File: src/rtl/rom_arb_pkg.sv
// Shared types for the instruction-ROM read-port arbiter.
// Arbiter FSM states, port-ownership encoding and a small round-robin helper.
package rom_arb_pkg;

  typedef enum logic {
    ARB_IDLE = 1'b0,
    ARB_BUSY = 1'b1
  } arb_state_t;

  typedef enum logic {
    OWN_FETCH = 1'b0,
    OWN_DATA  = 1'b1
  } arb_owner_t;

  // The requester that did not own the port last; used to alternate under contention.
  function automatic arb_owner_t other_owner(input arb_owner_t owner);
    return (owner == OWN_FETCH) ? OWN_DATA : OWN_FETCH;
  endfunction

endpackage

File: src/rtl/rom_arb_grant.sv
// Combinational 2-way grant between the fetch port and the data-read port.
// Build option: ROM_ARB_FIXED_PRIO_EN -> fetch always wins contention (no history input);
// otherwise the requester that did not own the port last wins contention.
import rom_arb_pkg::*;

module rom_arb_grant (
  input  logic eff_if,
  input  logic eff_d,
`ifndef ROM_ARB_FIXED_PRIO_EN
  input  logic last_owner,
`endif
  output logic winner
);

  // Pick the winner among the effective requests; fetch is the don't-care default.
  always_comb begin
    winner = OWN_FETCH;
`ifdef ROM_ARB_FIXED_PRIO_EN
    if (eff_if) begin
      winner = OWN_FETCH;
    end else if (eff_d) begin
      winner = OWN_DATA;
    end else begin
      winner = OWN_FETCH;
    end
`else
    if (eff_if && eff_d) begin
      winner = other_owner(arb_owner_t'(last_owner));
    end else if (eff_d) begin
      winner = OWN_DATA;
    end else begin
      winner = OWN_FETCH;
    end
`endif
  end

endmodule

File: src/rtl/rom_port_arbiter.sv
// Shares the single instruction-ROM read port between instruction fetch (IF)
// and data-side table/constant reads (D). Grants one access at a time: the
// address is registered in the grant cycle, the ROM word is captured one cycle
// later and returned with a one-cycle valid pulse to the owner.
// Build option: ROM_ARB_FIXED_PRIO_EN -> fetch has fixed priority over data reads.
import rom_arb_pkg::*;

module rom_port_arbiter #(
  parameter int DATA_WIDTH = 32,
  parameter int ADDR_WIDTH = 10
) (
  input  logic                  clk,
  input  logic                  rst_n,
  input  logic                  if_req,
  input  logic [ADDR_WIDTH-1:0] if_addr,
  input  logic                  if_flush,
  output logic                  if_valid,
  output logic [DATA_WIDTH-1:0] if_rdata,
  input  logic                  d_req,
  input  logic [ADDR_WIDTH-1:0] d_addr,
  output logic                  d_valid,
  output logic [DATA_WIDTH-1:0] d_rdata,
  output logic [ADDR_WIDTH-1:0] rom_addr,
  input  logic [DATA_WIDTH-1:0] rom_rd
);

  arb_state_t            state_r;
  arb_state_t            state_s;
  arb_owner_t            owner_r;
  arb_owner_t            owner_s;
  logic                  flush_pend_r;
  logic                  flush_pend_s;
  logic [ADDR_WIDTH-1:0] rom_addr_s;
  logic                  if_valid_s;
  logic                  d_valid_s;
  logic [DATA_WIDTH-1:0] if_rdata_s;
  logic [DATA_WIDTH-1:0] d_rdata_s;
  logic                  eff_if_s;
  logic                  eff_d_s;
  logic                  winner_s;
`ifndef ROM_ARB_FIXED_PRIO_EN
  arb_owner_t            last_owner_r;
  arb_owner_t            last_owner_s;
`endif

  // A requester is masked in its own valid cycle so a held request is not served twice.
  assign eff_if_s = if_req & ~if_valid;
  assign eff_d_s  = d_req & ~d_valid;

  rom_arb_grant u_grant (
    .eff_if     (eff_if_s),
    .eff_d      (eff_d_s),
`ifndef ROM_ARB_FIXED_PRIO_EN
    .last_owner (last_owner_r),
`endif
    .winner     (winner_s)
  );

  // Next-state, address sequencing and response capture; everything holds by default.
  always_comb begin
    state_s      = state_r;
    owner_s      = owner_r;
    flush_pend_s = flush_pend_r;
    rom_addr_s   = rom_addr;
    if_valid_s   = 1'b0;
    d_valid_s    = 1'b0;
    if_rdata_s   = if_rdata;
    d_rdata_s    = d_rdata;
`ifndef ROM_ARB_FIXED_PRIO_EN
    last_owner_s = last_owner_r;
`endif
    case (state_r)
      ARB_IDLE: begin
        if (eff_if_s || eff_d_s) begin
          state_s    = ARB_BUSY;
          owner_s    = arb_owner_t'(winner_s);
          rom_addr_s = (arb_owner_t'(winner_s) == OWN_FETCH) ? if_addr : d_addr;
`ifndef ROM_ARB_FIXED_PRIO_EN
          last_owner_s = arb_owner_t'(winner_s);
`endif
        end else begin
          state_s = ARB_IDLE;
        end
      end
      ARB_BUSY: begin
        // BUSY lasts one cycle, so a flush seen now is folded in directly and the
        // pending flag is cleared on the way out.
        state_s      = ARB_IDLE;
        flush_pend_s = 1'b0;
        if (owner_r == OWN_FETCH) begin
          if_rdata_s = rom_rd;
          if_valid_s = ~(flush_pend_r | if_flush);
        end else begin
          d_rdata_s = rom_rd;
          d_valid_s = 1'b1;
        end
      end
      default: begin
        state_s      = ARB_IDLE;
        flush_pend_s = 1'b0;
      end
    endcase
  end

  // State, address and response registers; async reset drops any access in flight.
  always_ff @(posedge clk or negedge rst_n) begin
    if (!rst_n) begin
      state_r      <= ARB_IDLE;
      owner_r      <= OWN_FETCH;
      flush_pend_r <= 1'b0;
      rom_addr     <= {ADDR_WIDTH{1'b0}};
      if_valid     <= 1'b0;
      d_valid      <= 1'b0;
      if_rdata     <= {DATA_WIDTH{1'b0}};
      d_rdata      <= {DATA_WIDTH{1'b0}};
`ifndef ROM_ARB_FIXED_PRIO_EN
      last_owner_r <= OWN_DATA;
`endif
    end else begin
      state_r      <= state_s;
      owner_r      <= owner_s;
      flush_pend_r <= flush_pend_s;
      rom_addr     <= rom_addr_s;
      if_valid     <= if_valid_s;
      d_valid      <= d_valid_s;
      if_rdata     <= if_rdata_s;
      d_rdata      <= d_rdata_s;
`ifndef ROM_ARB_FIXED_PRIO_EN
      last_owner_r <= last_owner_s;
`endif
    end
  end

endmodule
File: config.mk
export PLATFORM = sky130hd
export DESIGN_NAME = rom_port_arbiter
export DESIGN_NICKNAME = d
export VERILOG_FILES = /design/src/rtl/rom_arb_pkg.sv /design/src/rtl/rom_arb_grant.sv /design/src/rtl/rom_port_arbiter.sv
export SDC_FILE = /design/constraint.sdc
export NUM_CORES = 1
export LEC_CHECK = 0
export ABC_AREA = 1
export CAP_MARGIN = 20
export CORE_ASPECT_RATIO = 1.5
export CORE_MARGIN = 2
export CORE_UTILIZATION = 30
export DETAILED_ROUTE_END_ITERATION = 6
export PLACE_DENSITY = 0.68
export SLEW_MARGIN = 20
export SYNTH_ARGS = -nofsm -noshare
export SYNTH_HDL_FRONTEND = slang
export SYNTH_SLANG_ARGS = --single-unit
File: constraint.sdc
create_clock -name clk -period 1.85 [get_ports clk]
set_input_delay 0.4625 -clock clk [delete_from_list [all_inputs] [get_ports clk]]
set_output_delay 0.4625 -clock clk [all_outputs]
set_load 0.005 [all_outputs]
# After elaboration in Yosys (flattened, before gate mapping)
# Cells that the tools add are included.
# op_classes
n_addsub	0
n_mul	0
div	0
n_lt_le_gt_ge	0
eq_ne	0
shifts	0
muxes	10
n_bitwise	7
reduce_logical	5
# op_table
op	count
2-to-1 mux 10 bit	1
2-to-1 mux 1 bit	8
AND reduction 2 bit	3
inverter 1 bit	5
bitwise AND 1 bit	2
one-hot mux 1 bit (2 select lines)	1
logical AND 1 bit	1
logical OR 1 bit	1
# word_totals
ff_bits	79
latch_bits	0
mem_bits_rw	0
rom_bits	0
in_bits	57
word_cells	30
mem_count	0

# Depth between registers and ports, before layout
# depth
ltp_word	5
mapped_depth	7
mapped_depth_nobuf	6

# Cells and area by module
# Synthesis repeated with hierarchy kept, for this count alone.
# hier_totals
cells_unflattened	339
hier_area_um2	3196.8
# modules_own_cells
module	n_inst	cells_per_inst	area_each_um2	seq_area_each_um2
rom_port_arbiter	1	337	3184.3	1978.1
rom_arb_grant	1	2	12.5	0.0

# Worst setup path after synthesis
# OpenSTA, ideal clock, no wires.
# synth_timing
path_type	input to register
start	input d_req
end	register rom_addr[0]
setup_time_ns	0.117
arrival_ns	0.995
t_required_ns	1.733
path_slack_ns	0.738
stages	6
path_buffers	1
cell_sequence	nand2_1 > a21oi_2 > inv_2 > buf_6 > nand2_1 > nand2_1
# synth_via
elab_chain_len	4
# synth_lines
item	line_no	text
start, declared	rom_port_arbiter.sv:19	input logic d_req,
bitwise AND 1 bit *	rom_port_arbiter.sv:48	assign eff_d_s = d_req & ~d_valid;
2-to-1 mux 1 bit or logical AND 1 bit (tied branches)	rom_arb_grant.sv:29, rom_arb_grant.sv:27	
2-to-1 mux 1 bit	rom_arb_grant.sv:27	if (eff_if && eff_d) begin
2-to-1 mux 10 bit	rom_port_arbiter.sv:77	rom_addr_s = (arb_owner_t'(winner_s) == OWN_FETCH) ? if_addr : d_addr;
end signal, assigned	rom_port_arbiter.sv:111	rom_addr <= {ADDR_WIDTH{1'b0}};
end signal, assigned	rom_port_arbiter.sv:123	rom_addr <= rom_addr_s;
end, declared	rom_port_arbiter.sv:23	output logic [ADDR_WIDTH-1:0] rom_addr,
# Every way passes the cells marked *; elsewhere a longest branch is shown, timed or not.
# A chain may end at the register's enable or synchronous reset.

# Final worst setup path
# layout_timing
start	register d_valid
end	output d_valid
# layout_lines
item	line_no	text
start, declared	rom_port_arbiter.sv:21	output logic d_valid,
start signal, assigned	rom_port_arbiter.sv:125	d_valid <= d_valid_s;
# No word-level cell between the ends.

==> impl_results.md <==
- IR drop worst, VDD: between 700 and 800 µV
- Yosys warns: 0
- Worst Hold Class: in -> async
- Pwr Density: between 1500 and 2000 mW/mm²
- Post-synthesis cell count: ~350
- Fillers: slightly below 1000
- Drt pass-1 iters: 4
- Clk_skew: 0.00460 ns
- Crit Path Category: reg -> out
- Post-cts resize count: 0
- Register area share after synthesis: 0.613
- RD Place Congestion: ~0.85
- Cell Chain, Critical Path: clkdlybuf4s50_1
- DP HPWL: 5890 µm
- CP top delay family: buffers and inverters
- GRT Overall Usage: 0.145
- Grt ovf: 0
- CP max-delay cell: clkdlybuf4s50_1
- Bufs on Longest Clock Path: 2
- Worst Path Max Fanout: 3
- Cell Rows: 46
- Tcrit/Tclk final: 0.913
- Area growth syn-to-layout: 54.9%
- Nets: roughly 540
- Number of buffers created by CTS: 9
- Maxcap violations: 0
- Chip Width: between 80 and 90 µm
- Post-route insts no fill: 630
- CTS tree: done
- WP data required: approximately 1.4 ns
- Crit path buf inv count: 1
- Initial antenna violation count: 0
- Fmax: 0.592 GHz
- Drt wl/cell: ~13 µm
- N_diodes: 0
- DRC violations left: 0
- Final Max Slew Viols: 0
- Total Wirelength: 7980 µm
- Via/cell ratio: roughly 4.3
- Largest net degree at the start of global routing: 45
- Die Area: 0.0116 mm²
- First-pass GRT wire length: between 10000 and 15000 µm
- CP arrival: approximately 1.2 ns
- Status: finished, final reports clean
- Clk root buf: clkbuf_16
- Antenna viol nets, final: 0
- # clock sinks: 79
- Mapped cell area: 0.00323 mm²
- Hold Buf Count CTS: 0
- Worst slew margin: 0.762
- Fin. Hold Viols: 0
- Slowest stage delay, CP: ~0.52 ns
- Reg2Reg Depth: 6
- Post-CTS setup buffer count: 0
- R2R Path Start: last_owner_r
- Static Leak: roughly 0.0024 µW
- Setup crit end kind: primary output
- DP Area: 0.00467 mm²
- H-Tree Level Count: 3
- Worst skew pair latency: 0.33 ns
- FF/Latch Area: approximately 0.0020 mm²
- Net Count, Synth: 404
- Final instance area: 0.00500 mm²
- Mean Syn Cell Area: 9.30 µm²
- Worst-Margin Slew: 0.357 ns
- Vias in the first global route: about 2700
- Final min period: between 1.5 and 2 ns
- Clock slew at reported path FFs: roughly 0.06 ns
- Fin Setup TNS: 0 ns
- Layout cells sized above 1: 0.0864
- RR Endpoint: rom_addr[0]
- Reg2reg setup slack: 0.68 ns
- Critical Path Source Type: register
- RSZ-0062 raised after global routing: no
- Distinct cells, synth: 15
- Multi-input gate area: between 800 and 900 µm²
- Core ar.: ~0.011 mm²
- Port Buffers: between 100 and 150
- IO Count: about 130
- Placed insts: 615
- Detailed-route via count: 2723
- Synth Register Bits: 79
- Final setup violation count: 0
- Iter 0 DRT Violations: about 110
- Initial core utilization: 0.306
- Chip height: 131 µm
- Hold Slack: between 0.01 and 0.015 ns
-- final cells by class --
class / count / area share
timing repair buffer: 143 / 0.283
tap: 144 / 0.0360
sequential: 79 / 0.396
clock buffer: 11 / 0.0465
clock inverter: 4 / 0.0190
multi-input combinational: 191 / 0.176
inverter: 58 / 0.0435
-- synth_stat cells (all sizes together) --
cell	n	area (µm²)
dfstp	1	26.3
nand2	101	379
inv	58	218
nor2	2	7.51
clkbuf	2	7.51
or2	1	6.26
buf	17	148
nand3	21	150
dfrtp	78	1950
o21ai	65	325
a21oi	1	8.76
-- metrics by stage --
stage	setup slack (ns)	utilization	total power (µW)
after floorplan	0.738	-	4480
after global placement	0.230	0.444	6440
after detailed placement	0.195	0.444	6540
after CTS	0.130	0.475	8560
after global routing	0.0964	0.475	9060
final	0.160	0.475	8410
-- where the power goes --
part           switching [µW]  total (µW)  internal (µW)
sequential                491        3070           2580
clock                     652        1960           1310
combinational            1410        3380           1970
-- worst reg2reg max path, stage by stage, from the launching register on --
cell	delay (ns)
dfstp_2	0.53
nand3_1	0.09
nand2_1	0.09
buf_4	0.17
nand2_1	0.08
nand3_2	0.07
nand2_1	0.05
-- state kept, by name (all words and copies together), names as in the netlist --
| register | cells |
|---|---|
| d_rdata | 32 |
| if_rdata | 32 |
| rom_addr | 10 |
| d_valid | 1 |
| if_valid | 1 |
| last_owner_r | 1 |
| owner_r | 1 |
| state_r | 1 |
-- worst max-delay path by stage --
stage	end	cells past startpoint	slack [ns]	start
after detailed placement	rom_addr[6]	7	0.19	d_req
after global placement	rom_addr[9]	7	0.23	d_req
after floorplan	rom_addr[0]	6	0.74	d_req
after CTS	d_valid	1	0.13	d_valid
final	d_valid	1	0.16	d_valid
after global routing	d_valid	1	0.1	d_valid
-- logic make-up (layout without fill, tap and decap cells) --
logic type,after synthesis,in the layout,share of synthesized area
flops,79,79,0.613
simple gates,125,125,0.168
compound gates,66,66,0.103
buf+inv,77,216,0.116
-- metal layers --
metal / wire [µm] / vias up / GRT usage
met4: 138 / 0 / 0.0633
met2: 4110 / 85 / 0.245
met5: 0 / - / 0
met3: 564 / 12 / 0.0440
met1: 3160 / 1281 / 0.167
li1: - / 1345 / -
-- layout by cell type (no fill, tap or decap), drive strengths merged --
cell type and n:
buf 12, clkdlybuf4s50 131, nand2 101, dfstp 1, nor2 2, bufinv 3, inv 58, a21oi 1
clkinv 1, clkbuf 11, or2 1, o21ai 65, dfrtp 78, nand3 21
Power figures use the tool's default switching activity.
